## src/rtl/fifo_producer_mc_pkg.sv

```systemverilog
// fifo_producer_mc_pkg: shared types and width helpers for the multi-channel burst producer.
package fifo_producer_mc_pkg;

    // Bit positions of each state inside the one-hot state vector
    localparam int unsigned IDLE_B        = 0;
    localparam int unsigned WAIT_B        = 1;
    localparam int unsigned BURST_B       = 2;
    localparam int unsigned BURST_DONE_B  = 3;
    localparam int unsigned BURST_NDONE_B = 4;
    localparam int unsigned DONE_B        = 5;

    typedef enum logic [5:0] {
        S_IDLE        = 6'b000001,
        S_WAIT        = 6'b000010,
        S_BURST       = 6'b000100,
        S_BURST_DONE  = 6'b001000,
        S_BURST_NDONE = 6'b010000,
        S_DONE        = 6'b100000
    } fifo_producer_mc_state_t;

    // Burst-length field must be able to hold MAX_BURST itself
    function automatic int unsigned calc_bl_w(input int unsigned max_burst);
        return $clog2(max_burst + 1);
    endfunction

    // Channel index width, never narrower than one bit
    function automatic int unsigned calc_ch_w(input int unsigned num_ch);
        return (num_ch > 1) ? $clog2(num_ch) : 1;
    endfunction

endpackage

```

## src/rtl/fifo_producer_mc_burst_ctr.sv

```systemverilog
// fifo_producer_mc_burst_ctr: per-burst issue/receive counters and the read address pointer.
// Requests are issued until cur_len words have been granted; completion is flagged on the
// cycle the last read word of the burst arrives.
module fifo_producer_mc_burst_ctr
    import fifo_producer_mc_pkg::*;
#(
    parameter int unsigned ADDR_W = 16,
    parameter int unsigned BL_W   = 5
) (
    input  logic              clk,
    input  logic              rst,
    input  logic              load,
    input  logic [ADDR_W-1:0] base_addr,
    input  logic              clear,
    input  logic              active,
    input  logic [BL_W-1:0]   cur_len,
    input  logic              mem_gnt,
    input  logic              mem_rvalid,
    output logic              mem_req,
    output logic [ADDR_W-1:0] mem_addr,
    output logic              rx_fire,
    output logic              burst_end
);

    logic [BL_W-1:0] issued_q;
    logic [BL_W-1:0] received_q;
    logic            gnt_fire;

    assign mem_req   = active && (issued_q < cur_len);
    assign gnt_fire  = mem_req && mem_gnt;
    // Read data only counts inside an active burst; stray beats elsewhere are dropped
    assign rx_fire   = active && mem_rvalid && (received_q < cur_len);
    assign burst_end = rx_fire && ((received_q + BL_W'(1)) == cur_len);

    // Issue and receive counters; a grant and a read beat may land in the same cycle
    always_ff @(posedge clk) begin
        if (rst) begin
            issued_q   <= '0;
            received_q <= '0;
        end else if (clear) begin
            issued_q   <= '0;
            received_q <= '0;
        end else begin
            if (gnt_fire) begin
                issued_q <= issued_q + BL_W'(1);
            end
            if (rx_fire) begin
                received_q <= received_q + BL_W'(1);
            end
        end
    end

    // Read address: loaded at start, advances per grant and wraps naturally at 2^ADDR_W
    always_ff @(posedge clk) begin
        if (rst) begin
            mem_addr <= '0;
        end else if (load) begin
            mem_addr <= base_addr;
        end else if (gnt_fire) begin
            mem_addr <= mem_addr + ADDR_W'(1);
        end
    end

endmodule

```

## src/rtl/fifo_producer_mc.sv

```systemverilog
// fifo_producer_mc: reads total_len words from memory in bursts and pushes each burst into
// one of NUM_CH downstream FIFOs, either round-robin per burst or to a fixed channel.
// Optional feature: define FIFO_PRODUCER_MC_PERF_EN to add the perf_wait_cyc / perf_bursts
// counters; without it those ports and their logic do not exist.
module fifo_producer_mc
    import fifo_producer_mc_pkg::*;
#(
    parameter int unsigned  DATA_W    = 32,
    parameter int unsigned  ADDR_W    = 16,
    parameter int unsigned  LEN_W     = 16,
    parameter int unsigned  NUM_CH    = 4,
    parameter int unsigned  MAX_BURST = 16,
    localparam int unsigned BL_W      = calc_bl_w(MAX_BURST),
    localparam int unsigned CH_W      = calc_ch_w(NUM_CH)
) (
    input  logic              clk,
    input  logic              rst,
    input  logic              start,
    input  logic [ADDR_W-1:0] base_addr,
    input  logic [LEN_W-1:0]  total_len,
    input  logic [BL_W-1:0]   burst_len,
    input  logic              mode_rr,
    input  logic [CH_W-1:0]   ch_sel,
    output logic              mem_req,
    output logic [ADDR_W-1:0] mem_addr,
    input  logic              mem_gnt,
    input  logic              mem_rvalid,
    input  logic [DATA_W-1:0] mem_rdata,
    input  logic [NUM_CH-1:0] fifo_burst_ok,
    output logic [NUM_CH-1:0] fifo_push,
    output logic [DATA_W-1:0] fifo_wdata,
`ifdef FIFO_PRODUCER_MC_PERF_EN
    output logic [31:0]       perf_wait_cyc,
    output logic [15:0]       perf_bursts,
`endif
    output logic              busy,
    output logic              done
);

    localparam int unsigned     CMP_W   = (LEN_W > BL_W) ? LEN_W : BL_W;
    localparam logic [BL_W-1:0] MAX_BL  = BL_W'(MAX_BURST);
    localparam logic [CH_W-1:0] LAST_CH = CH_W'(NUM_CH - 1);

    fifo_producer_mc_state_t state_q;
    fifo_producer_mc_state_t state_d;

    logic [LEN_W-1:0] remaining_q;
    logic [BL_W-1:0]  eff_burst_q;
    logic [BL_W-1:0]  cur_len_q;
    logic [BL_W-1:0]  cur_len_calc;
    logic [CH_W-1:0]  cur_ch_q;
    logic             mode_rr_q;
    logic             start_acc;
    logic             in_burst;
    logic             rx_fire;
    logic             burst_end;
    logic             last_burst;
    logic [CMP_W-1:0] eff_wide;
    logic [CMP_W-1:0] rem_wide;

    assign start_acc = state_q[IDLE_B] && start;
    assign in_burst  = state_q[BURST_B];
    assign busy      = ~state_q[IDLE_B];

    // Next burst length is the configured burst clipped to what is left
    assign eff_wide     = CMP_W'(eff_burst_q);
    assign rem_wide     = CMP_W'(remaining_q);
    assign cur_len_calc = (eff_wide < rem_wide) ? eff_burst_q : BL_W'(remaining_q);
    assign last_burst   = (rem_wide == CMP_W'(cur_len_q));

    fifo_producer_mc_burst_ctr #(
        .ADDR_W (ADDR_W),
        .BL_W   (BL_W)
    ) u_burst_ctr (
        .clk        (clk),
        .rst        (rst),
        .load       (start_acc),
        .base_addr  (base_addr),
        .clear      (~in_burst),
        .active     (in_burst),
        .cur_len    (cur_len_q),
        .mem_gnt    (mem_gnt),
        .mem_rvalid (mem_rvalid),
        .mem_req    (mem_req),
        .mem_addr   (mem_addr),
        .rx_fire    (rx_fire),
        .burst_end  (burst_end)
    );

    // FSM next-state logic
    always_comb begin
        state_d = state_q;
        unique case (state_q)
            S_IDLE: begin
                if (start) begin
                    state_d = (total_len == '0) ? S_DONE : S_WAIT;
                end
            end
            S_WAIT: begin
                if (fifo_burst_ok[cur_ch_q]) begin
                    state_d = S_BURST;
                end
            end
            S_BURST: begin
                if (burst_end) begin
                    state_d = last_burst ? S_BURST_DONE : S_BURST_NDONE;
                end
            end
            S_BURST_DONE:  state_d = S_DONE;
            S_BURST_NDONE: state_d = S_WAIT;
            S_DONE:        state_d = S_IDLE;
            default:       state_d = S_IDLE;
        endcase
    end

    // FSM state register
    always_ff @(posedge clk) begin
        if (rst) begin
            state_q <= S_IDLE;
        end else begin
            state_q <= state_d;
        end
    end

    // Latched configuration, remaining-word count and channel rotation
    always_ff @(posedge clk) begin
        if (rst) begin
            remaining_q <= '0;
            eff_burst_q <= '0;
            cur_len_q   <= '0;
            cur_ch_q    <= '0;
            mode_rr_q   <= 1'b0;
        end else begin
            if (start_acc) begin
                remaining_q <= total_len;
                eff_burst_q <= ((burst_len == '0) || (burst_len > MAX_BL)) ? MAX_BL : burst_len;
                mode_rr_q   <= mode_rr;
                cur_ch_q    <= ({1'b0, ch_sel} >= (CH_W + 1)'(NUM_CH)) ? '0 : ch_sel;
            end
            if (state_q[WAIT_B]) begin
                cur_len_q <= cur_len_calc;
            end
            if (burst_end) begin
                remaining_q <= remaining_q - LEN_W'(cur_len_q);
            end
            if (state_q[BURST_NDONE_B] && mode_rr_q) begin
                cur_ch_q <= (cur_ch_q == LAST_CH) ? '0 : cur_ch_q + CH_W'(1);
            end
        end
    end

    // Registered FIFO push: each accepted read beat appears one cycle later on cur_ch
    always_ff @(posedge clk) begin
        if (rst) begin
            fifo_push  <= '0;
            fifo_wdata <= '0;
        end else begin
            fifo_push <= rx_fire ? (NUM_CH'(1) << cur_ch_q) : '0;
            if (rx_fire) begin
                fifo_wdata <= mem_rdata;
            end
        end
    end

    // Completion pulse is registered off the DONE state, so it lands as busy drops
    always_ff @(posedge clk) begin
        if (rst) begin
            done <= 1'b0;
        end else begin
            done <= state_q[DONE_B];
        end
    end

`ifdef FIFO_PRODUCER_MC_PERF_EN
    // Saturating wait-cycle and completed-burst counters, cleared on each accepted start
    always_ff @(posedge clk) begin
        if (rst) begin
            perf_wait_cyc <= '0;
            perf_bursts   <= '0;
        end else if (start_acc) begin
            perf_wait_cyc <= '0;
            perf_bursts   <= '0;
        end else begin
            if (state_q[WAIT_B] && (perf_wait_cyc != '1)) begin
                perf_wait_cyc <= perf_wait_cyc + 32'd1;
            end
            if (burst_end && (perf_bursts != '1)) begin
                perf_bursts <= perf_bursts + 16'd1;
            end
        end
    end
`endif

endmodule

```

## config.mk

```make
export PLATFORM = sky130hd
export DESIGN_NAME = fifo_producer_mc
export DESIGN_NICKNAME = d
export VERILOG_FILES = /design/src/rtl/fifo_producer_mc_pkg.sv /design/src/rtl/fifo_producer_mc_burst_ctr.sv /design/src/rtl/fifo_producer_mc.sv
export SDC_FILE = /design/constraint.sdc
export NUM_CORES = 1
export LEC_CHECK = 0
export ABC_AREA = 1
export CAP_MARGIN = 10
export CORE_UTILIZATION = 35
export CTS_CLUSTER_SIZE = 14
export DETAILED_ROUTE_END_ITERATION = 6
export SLEW_MARGIN = 20
export SYNTH_ARGS = -nofsm -noshare
export SYNTH_HDL_FRONTEND = slang
export SYNTH_SLANG_ARGS = --single-unit
```

## constraint.sdc

```tcl
create_clock -name clk -period 2 [get_ports clk]
set_input_delay 0.3 -clock clk [delete_from_list [all_inputs] [get_ports clk]]
set_output_delay 0.3 -clock clk [all_outputs]
set_load 0.005 [all_outputs]
```

==> results of run 1 <==
-- cells in the mapped netlist (all sizes together) --
library cell and instances:
dfxtp 98, ha 23, a21boi 1, o21ai 29, a21oi 76, nor3 9
buf 16, o31ai 1, nand3b 4, a211oi 6, o221ai 1, nor2 90
o211ai 2, nand3 71, nand4 21, or2 2, mux2i 1, or4 1
o21a 1, xor2 7, clkbuf 16, a221oi 1, o21bai 1, nor3b 1
xnor2 6, nor4 1, o22ai 1, and2 1, fa 1, clkinv 1
nand2 293, inv 95
-- where the power goes --
group,internal [mW],leakage [nW],switching (mW)
combinational,1.33,2.43,1.74
sequential,2.20,0.801,0.260
clock,0.985,0.137,0.834
-- layout make-up --
| cell class | instances | area share |
|---|---|---|
| Clock buffer | 10 | 0.02845 |
| Sequential cell | 98 | 0.2449 |
| Inverter | 96 | 0.04571 |
| Timing Repair Buffer | 178 | 0.2166 |
| Clock inverter | 6 | 0.009017 |
| Multi-Input combinational cell | 652 | 0.4209 |
| Timing Repair inverter | 1 | 0.0009328 |
| Tap cell | 216 | 0.03358 |
-- repair_timing --
item                       in CTS  in global routing
hold buffers                    0                  0
cloned                          0                  2
pin swaps                       3                 11
setup buffers                   1                  5
setup endpoints to repair       1                 75
resized for setup               9                 37
-- through the flow --
| step | cell area [um2] | total power, mW | std cells | TNS (ns) | hold WS [ns] |
|---|---|---|---|---|---|
| floorplan | 5728 | 4.291 | 878 | 0 | 0.4201 |
| global placement | 7498 | 5.366 | 1233 | 0 | 0.4522 |
| detailed placement | 7498 | 5.376 | 1233 | 0 | 0.4471 |
| CTS | 7824 | 7.233 | 1250 | 0 | 0.4195 |
| global route | 8048 | 7.862 | 1257 | -0.05423 | 0.4438 |
| finish | 8048 | 7.345 | 1257 | 0 | 0.4278 |
-- worst min-delay path by stage --
stage	endpoint	slack (ns)	cells after the start
detailed placement	done	0.45	2
global route	fifo_wdata[23]	0.44	3
floorplan	done	0.42	2
CTS	state_q[5]	0.42	3
global placement	fifo_wdata[8]	0.45	2
finish	fifo_wdata[18]	0.43	3
-- metal layers --
metal	vias up	global-route usage	part of all wire
li1	3140	-	-
met1	2634	0.2549	0.47
met2	131	0.3347	0.47
met3	17	0.03403	0.042
met4	0	0.06703	0.015
met5	-	0	0
-- flip-flops by register name (all words and copies together), names as in the netlist --
register	flops
mode_rr_q	1
done	1
cur_ch_q	2
fifo_push	4
cur_len_q	5
fifo_wdata	32
rem_wide	16
u_burst_ctr.received_q	5
eff_burst_q	5
state_q	6
u_burst_ctr.mem_addr	16
u_burst_ctr.issued_q	5
-- critical path, cell delays in order (launching register included) --
cell,delay (ns)
dfxtp_2,0.36
inv_2,0.09
ha_1,0.21
a21oi_2,0.15
o21a_1,0.17
nand2_1,0.06
nor2_1,0.12
buf_2,0.13
-- cells by family after synthesis --
family | after synthesis
compound gates | 120
xor+xnor | 13
fa+ha+maj | 24
buf+inv | 128
flops | 98
mux | 1
simple gates | 494
==> impl_metrics.yaml, run 1 <==
layout:
  nets: 1141
  regArea_um2: 1971
  layout_commonest_cell: "nand2_1"
  layout_common_cells: "277 x nand2_1, 133 x clkdlybuf4s50_1, 93 x dfxtp_1"
  final_layout_size_suffix_gt1_frac: 0.1239
  n_antenna_cell: 0
  area_growth_pct: 40.50
  utilization: 0.5048
  multi_input_area_um2: 3387
  nFillCells: 1655
place:
  place_ws_ns: 0.009099
  dpl.hpwl_mm: 11.90
  gp_congestion: 0.8376
  portBuffers: 135
routing:
  routed_wl_mm: 16.70
  drtAntennaViolNets: 0
  drcViolationCount: 0
  routed-via-count: 5922
  dr.first_iter.drc_count: 344
  wl_per_cell_um: 13.28
  first_pass_iters: 4
  viasPerCell: 4.711
power:
  p_per_area_nw_per_um2: 912.6
  power.leakage_nw: 3.365
  vdd_drop_max_mv: 0.5530
synthesis:
  synth_top_family_by_area: "simple AND/OR/NAND/NOR gates"
  synth_xor_area_frac: 0.01988
  synth_top_area_cell: "dfxtp_1"
  syn-num-nets: 983
  ys_warn_count: 0
  syn_area_um2: 5728
  synth_top_area_frac: 0.3425
  synth_cells: 878
  ys_seq_elements: 98
  synthMuxAreaShare: 0.001747
  synthSimpleGateAreaFrac: 0.3720
  synth_compound_area_frac: 0.1182
  synth_area_leaders: "dfxtp_1 34%, nand2_1 19%, nand3_1 5.9%"
  synth.distinct_cells: 44
  avgSynthCellArea_um2: 6.524
  synthAdderAreaFrac: 0.05374
  ys_seq_area_frac: 0.3425
floorplanning:
  ios: 136
  die_x_um: 129.9
  core-area_um2: 15940
  start_util: 0.3593
  die_h_um: 129.9
  die_area_um2: 16880
  rows: 46
global_route:
  grt_pass1_vias: 5314
  grt_antenna_before_repair: 0
  overflow: 0
  grt_pass1_wl_mm: 26.15
  grt_usage: 0.1981
  grt_start_max_net_pins: 58
setup_path:
  r2r_start: "u_burst_ctr.received_q[1]"
  rr_endpoint: "rem_wide[2]"
  cp-end-kind: "output port"
  cp_max_fo: 5
  worstRegToRegCells: 13
  cp-start-kind: "flip-flop"
  critPathKind: "reg -> out"
  cp.arrival_ns: 1.65
  crit_required_ns: 1.70
  setup.worst_path.end: "mem_req"
  worstSetupStartpoint: "cur_len_q[1]"
  reg2reg_setup_slack_ns: 0.08
timing:
  slew_viol_final: 0
  tightestPinTransition_ns: 0.4003
  period_minus_slack_ns: 1.946
  fmax_mhz: 513.8
  fin_skew_ns: 0.006113
  setup_viol: 0
  setup_ws_ns: 0.05359
  hold_viol: 0
  rsz0062_at_grt: "true"
  period_share: 0.9732
  slew_headroom: 0.7311
clocking:
  clockBufferDepth: 2
  insertion_delay_ns: 0.36
  cts-root-buf: "clkbuf_16"
  cts_buffers: 9
  cts_tree: "done"
  clkSinkCount: 98
  clkTransAtPathRegs_ns: 0.07
  cts_max_level: 3
hold_path:
  min_path_type: "in -> reg"
  min_from: "rst"
outcome:
  outcome: "finished, final reports clean"
flow_run:
  drv_cap: 0
Note: power is estimated with default switching activity, not from simulation.
==> inputs of run 2 (changes only) <==
--- a/config.mk
+++ b/config.mk
@@ -10,6 +10,7 @@
 export CORE_UTILIZATION = 35
 export CTS_CLUSTER_SIZE = 14
 export DETAILED_ROUTE_END_ITERATION = 6
+export SETUP_SLACK_MARGIN = 0.2
 export SLEW_MARGIN = 20
 export SYNTH_ARGS = -nofsm -noshare
 export SYNTH_HDL_FRONTEND = slang
==> run 2 against run 1 <==
Net effect:
- clock power about the same
- non-clock buffer count is 22 higher
- wire length grew 8.1%
- highest routed layer unchanged
- critical endpoint is now fifo_wdata[16]
==> impl_metrics.yaml, run 2 (same netlist as run 1, synthesis figures left out) <==
power:
  p_per_area_nw_per_um2: 894.2
  vdd_drop_max_mv: 0.5090
  power.leakage_nw: 3.701
setup_path:
  cp-end-kind: "flip-flop"
  cp_max_fo: 6
  setup.worst_path.end: "fifo_wdata[16]"
  cp.arrival_ns: 2.14
  rr_endpoint: "fifo_wdata[16]"
  crit_required_ns: 2.23
  worstSetupStartpoint: "cur_len_q[2]"
  critPathKind: "reg -> reg"
  r2r_start: "cur_len_q[2]"
  cp-start-kind: "flip-flop"
  worstRegToRegCells: 14
  reg2reg_setup_slack_ns: 0.09
timing:
  fin_skew_ns: 0.01018
  rsz0062_at_grt: "true"
  hold_viol: 0
  slew_viol_final: 0
  tightestPinTransition_ns: 0.5116
  period_share: 0.9531
  setup_viol: 0
  period_minus_slack_ns: 1.906
  fmax_mhz: 524.6
  slew_headroom: 0.6576
layout:
  top_register: "fifo_wdata"
  n_antenna_cell: 0
  largest_reg_flops: 32
  nets: 1165
  layout_commonest_cell: "nand2_1"
  area_growth_pct: 54.06
  layout_common_cells: "237 x nand2_1, 133 x clkdlybuf4s50_1, 85 x dfxtp_1"
  nFillCells: 1519
  final_cells: 1281
  utilization: 0.5535
  final_layout_size_suffix_gt1_frac: 0.2254
floorplanning:
  rows: 46
  ios: 136
  die_area_um2: 16880
  core-area_um2: 15940
  start_util: 0.3593
  die_h_um: 129.9
  die_x_um: 129.9
clocking:
  clockBufferDepth: 2
  cts_hold_buf: 0
  cts_buffers: 9
  clkTransAtPathRegs_ns: 0.07
  clkSinkCount: 98
  insertion_delay_ns: 0.36
  cts-root-buf: "clkbuf_16"
  cts_max_level: 3
  cts_tree: "done"
outcome:
  outcome: "finished, final reports clean"
routing:
  wl_per_cell_um: 14.10
  viasPerCell: 4.807
  first_pass_iters: 5
  drtAntennaViolNets: 0
  dr.first_iter.drc_count: 368
  routed_wl_mm: 18.06
  drcViolationCount: 0
  routed-via-count: 6158
hold_path:
  min_path_type: "reg -> reg"
place:
  dpl.hpwl_mm: 11.91
  gp_congestion: 0.8592
  portBuffers: 135
  dp_cells: 1237
global_route:
  overflow: 0
  grt_start_max_net_pins: 40
  grt_antenna_before_repair: 0
  grt_usage: 0.2093
  grt_pass1_wl_mm: 27.52
  grt_pass1_vias: 5598
flow_run:
  drv_cap: 0
run 2: changes by cell type in the layout (fill, tap and decap cells not counted), sizes merged:
| cell | before | now |
|---|---|---|
| nand3 | 71 | 72 |
| nand2 | 293 | 294 |
| buf | 44 | 65 |
| clkinv | 1 | 4 |
| clkinvlp | 6 | 2 |
| inv | 95 | 97 |
run 2: cell type report:
cell class              count  area, um2  area share
clock buffers               9      225.2     0.02552
inverters                  96      374.1     0.04239
well taps                 216      270.3     0.03063
flip-flops and latches     98       1981      0.2244
clock inverters             7      82.58    0.009358
repair buffers            200       2082      0.2359
multi-input cells         654       3802      0.4309
repair inverters            1      7.507   0.0008507
run 2: what timing repair did:
item | 4_1_cts | 5_1_grt
pin swaps | 33 | 41
endpoints found under the hold margin | 0 | 0
gates resized for setup | 74 | 99
setup endpoints to repair | 75 | 89
buffers inserted | 14 | 5
gates cloned | 7 | 2
run 2: where the power goes:
group | internal (mW) | switching [mW]
registers | 2.20 | 0.282
clock network | 0.991 | 0.830
logic | 1.63 | 1.96
total | 4.82 | 3.07
run 2: metrics by stage:
stage               instance area, um2  worst slack (ns)  hold WS [ns]  power, mW  TNS [ns]
floorplan                         5737            0.2040        0.4201      4.299         0
global placement                  7550          -0.04204        0.4389      5.469  -0.04204
detailed placement                7550          -0.08784        0.4381      5.460  -0.08784
CTS                               8372           0.09978        0.4258      7.616         0
global route                      8825           0.01527        0.4549      8.441         0
finish                            8825           0.09383        0.4350      7.891         0
run 2: per-layer routing:
layer  global-route usage  part of all wire  routed length [um]  vias up
met4              0.05609             0.013                 230        0
met1               0.2609              0.45                8087     2785
li1                     -                 -                   -     3198
met5                    0                 0                   0        -
met2               0.3605              0.48                8735      160
met3              0.04961             0.056                1006       15
run 2: worst min-delay path by stage:
stage               slack [ns]  cells past startpoint        endpoint  startpoint
floorplan                 0.42                      2            done  state_q[5]
global placement          0.44                      2            done  state_q[5]
detailed placement        0.44                      2            done  state_q[5]
CTS                       0.43                      3    rem_wide[10]         rst
global route              0.45                      3  fifo_wdata[23]         rst
finish                    0.44                      2            done  state_q[5]
run 2: worst max-delay path: stages, from the launching register on:
cell and delay [ns]:
dfxtp_2 0.35, inv_4 0.05, buf_6 0.11, ha_4 0.26, nand2_2 0.04, nor2_1 0.08
nand2_1 0.09, nand4_4 0.09, inv_2 0.06, buf_6 0.13, buf_12 0.15, buf_12 0.13
buf_16 0.13, nand2_2 0.06, a21oi_2 0.04
==> inputs of run 3 (changes only) <==
--- a/config.mk
+++ b/config.mk
@@ -10,8 +10,8 @@
 export CORE_UTILIZATION = 35
 export CTS_CLUSTER_SIZE = 14
 export DETAILED_ROUTE_END_ITERATION = 6
+export REMOVE_ABC_BUFFERS = 1
 export SETUP_SLACK_MARGIN = 0.2
-export SLEW_MARGIN = 20
 export SYNTH_ARGS = -nofsm -noshare
 export SYNTH_HDL_FRONTEND = slang
 export SYNTH_SLANG_ARGS = --single-unit
==> run 3 against run 2 <==
Net effect:
- setup slack worse by 0.0074 ns
- register-to-register slack about the same
- sequential power about the same
- highest routed layer unchanged
==> impl_metrics.yaml, run 3 (same netlist as run 1, synthesis figures left out) <==
timing:
  slew_viol_final: 0
  fin_skew_ns: 0.01068
  setup_viol: 0
  holdWs_ns: 0.4641
  tightestPinTransition_ns: 0.7566
  fmax_mhz: 522.6
  rsz0062_at_grt: "true"
  hold_viol: 0
  final.setup.tns_ns: 0
  period_share: 0.9568
  period_minus_slack_ns: 1.914
  setup_ws_ns: 0.08642
  slew_headroom: 0.4956
place:
  dp_cells: 1231
  portBuffers: 135
  post_dp_cell_area_um2: 7483
  place_ws_ns: 0.02002
  dpl.hpwl_mm: 11.97
  gp_congestion: 0.8422
routing:
  drtAntennaViolNets: 0
  wl_per_cell_um: 14.11
  first_pass_iters: 5
  routed_wl_mm: 17.90
  drcViolationCount: 0
  dr.first_iter.drc_count: 269
  viasPerCell: 4.831
  routed-via-count: 6130
layout:
  nets: 1153
  layout_common_cells: "239 x nand2_1, 133 x clkdlybuf4s50_1, 86 x dfxtp_1"
  stdcell_area_um2: 8566
  area_growth_pct: 49.54
  n_antenna_cell: 0
  nFillCells: 1590
  final_layout_size_suffix_gt1_frac: 0.2042
  layout_commonest_cell: "nand2_1"
  utilization: 0.5373
  multi_input_area_um2: 3640
  final_cells: 1269
  largest_reg_flops: 32
  top_register: "fifo_wdata"
  regArea_um2: 1979
setup_path:
  critPathKind: "reg -> reg"
  slowest_stage: "dfxtp_4"
  cp-end-kind: "flip-flop"
  max_stage_delay_ns: 0.36
  cp_max_fo: 8
  crit_buf_inv: 2
  crit_chain: "ha_4, inv_2, nand2_2, nand2_2, nor2_4, nand3_2, nor2_4, nand2_2, nor2_4, clkbuf_16, nand2_2, nand2_2, a21oi_2"
  critPathMostFrequentCell: "nand2_2"
  cpLargestDelayFamily: "simple AND/OR/NAND/NOR gates"
  crit_required_ns: 2.21
  reg2reg_setup_slack_ns: 0.09
  cp.arrival_ns: 2.13
  cp-start-kind: "flip-flop"
global_route:
  grt_antenna_before_repair: 0
  grt_start_max_net_pins: 58
  overflow: 0
  grt_pass1_vias: 5557
  grt_pass1_wl_mm: 27.15
  grt_usage: 0.2032
clocking:
  cts_buffers: 9
  clockBufferDepth: 2
  cts-root-buf: "clkbuf_16"
  cts_max_level: 3
  clkTransAtPathRegs_ns: 0.08
  cts_tree: "done"
  cts_hold_buf: 0
  clkSinkCount: 98
  insertion_delay_ns: 0.36
hold_path:
  min_path_type: "reg -> reg"
floorplanning:
  start_util: 0.3593
  die_h_um: 129.9
  rows: 46
  die_area_um2: 16880
  ios: 136
  die_x_um: 129.9
  core-area_um2: 15940
outcome:
  outcome: "finished, final reports clean"
power:
  vdd_drop_max_mv: 0.5425
  power_mw: 7.676
  power.leakage_nw: 3.544
  p_per_area_nw_per_um2: 896.1
flow_run:
  drv_cap: 0
## run 3: worst min-delay path, delay by kind of cell, from the launching register on
family,cells,cell delay [ns]
AO/OA/AOI/OAI,1,0.05
flip-flops,1,0.31
AND/OR/NAND/NOR,1,0.06
## run 3: repair_timing
| item | in CTS | in global routing |
|---|---|---|
| pin swaps | 13 | 26 |
| resized for setup | 49 | 105 |
| buffers inserted | 4 | 7 |
| setup endpoints to repair | 69 | 86 |
| cloned | 2 | 9 |
## run 3: worst paths after layout
check | cells after the start | start | end
worst max register to register | 13 | u_burst_ctr.received_q[1] | rem_wide[15]
worst max-delay path | 13 | u_burst_ctr.received_q[1] | rem_wide[15]
worst min-delay path | 2 | fifo_wdata[0] | fifo_wdata[0]
worst min register to register | 2 | fifo_wdata[0] | fifo_wdata[0]
## run 3: report_power, final
| group | leakage, nW | internal, mW | switching, mW |
|---|---|---|---|
| Clock | 0.139 | 0.903 | 0.844 |
| Combinational | 2.60 | 1.56 | 1.91 |
| Sequential | 0.804 | 2.20 | 0.265 |
## run 3: routing by layer
layer,up-vias,global-route usage,wire length (um)
li1,3170,-,-
met1,2809,0.2757,8394
met2,128,0.3253,8478
met3,23,0.02911,712
met4,0,0.07934,317
met5,-,0,0
## run 3: final cells by class
type                       count  area share
multi-input combinational    652      0.4249
timing repair buffer         190      0.2336
sequential                    98      0.2311
inverter                      96     0.04338
tap                          216     0.03155
clock buffer                  10     0.02790
clock inverter                 6    0.006719
timing repair inverter         1   0.0008764
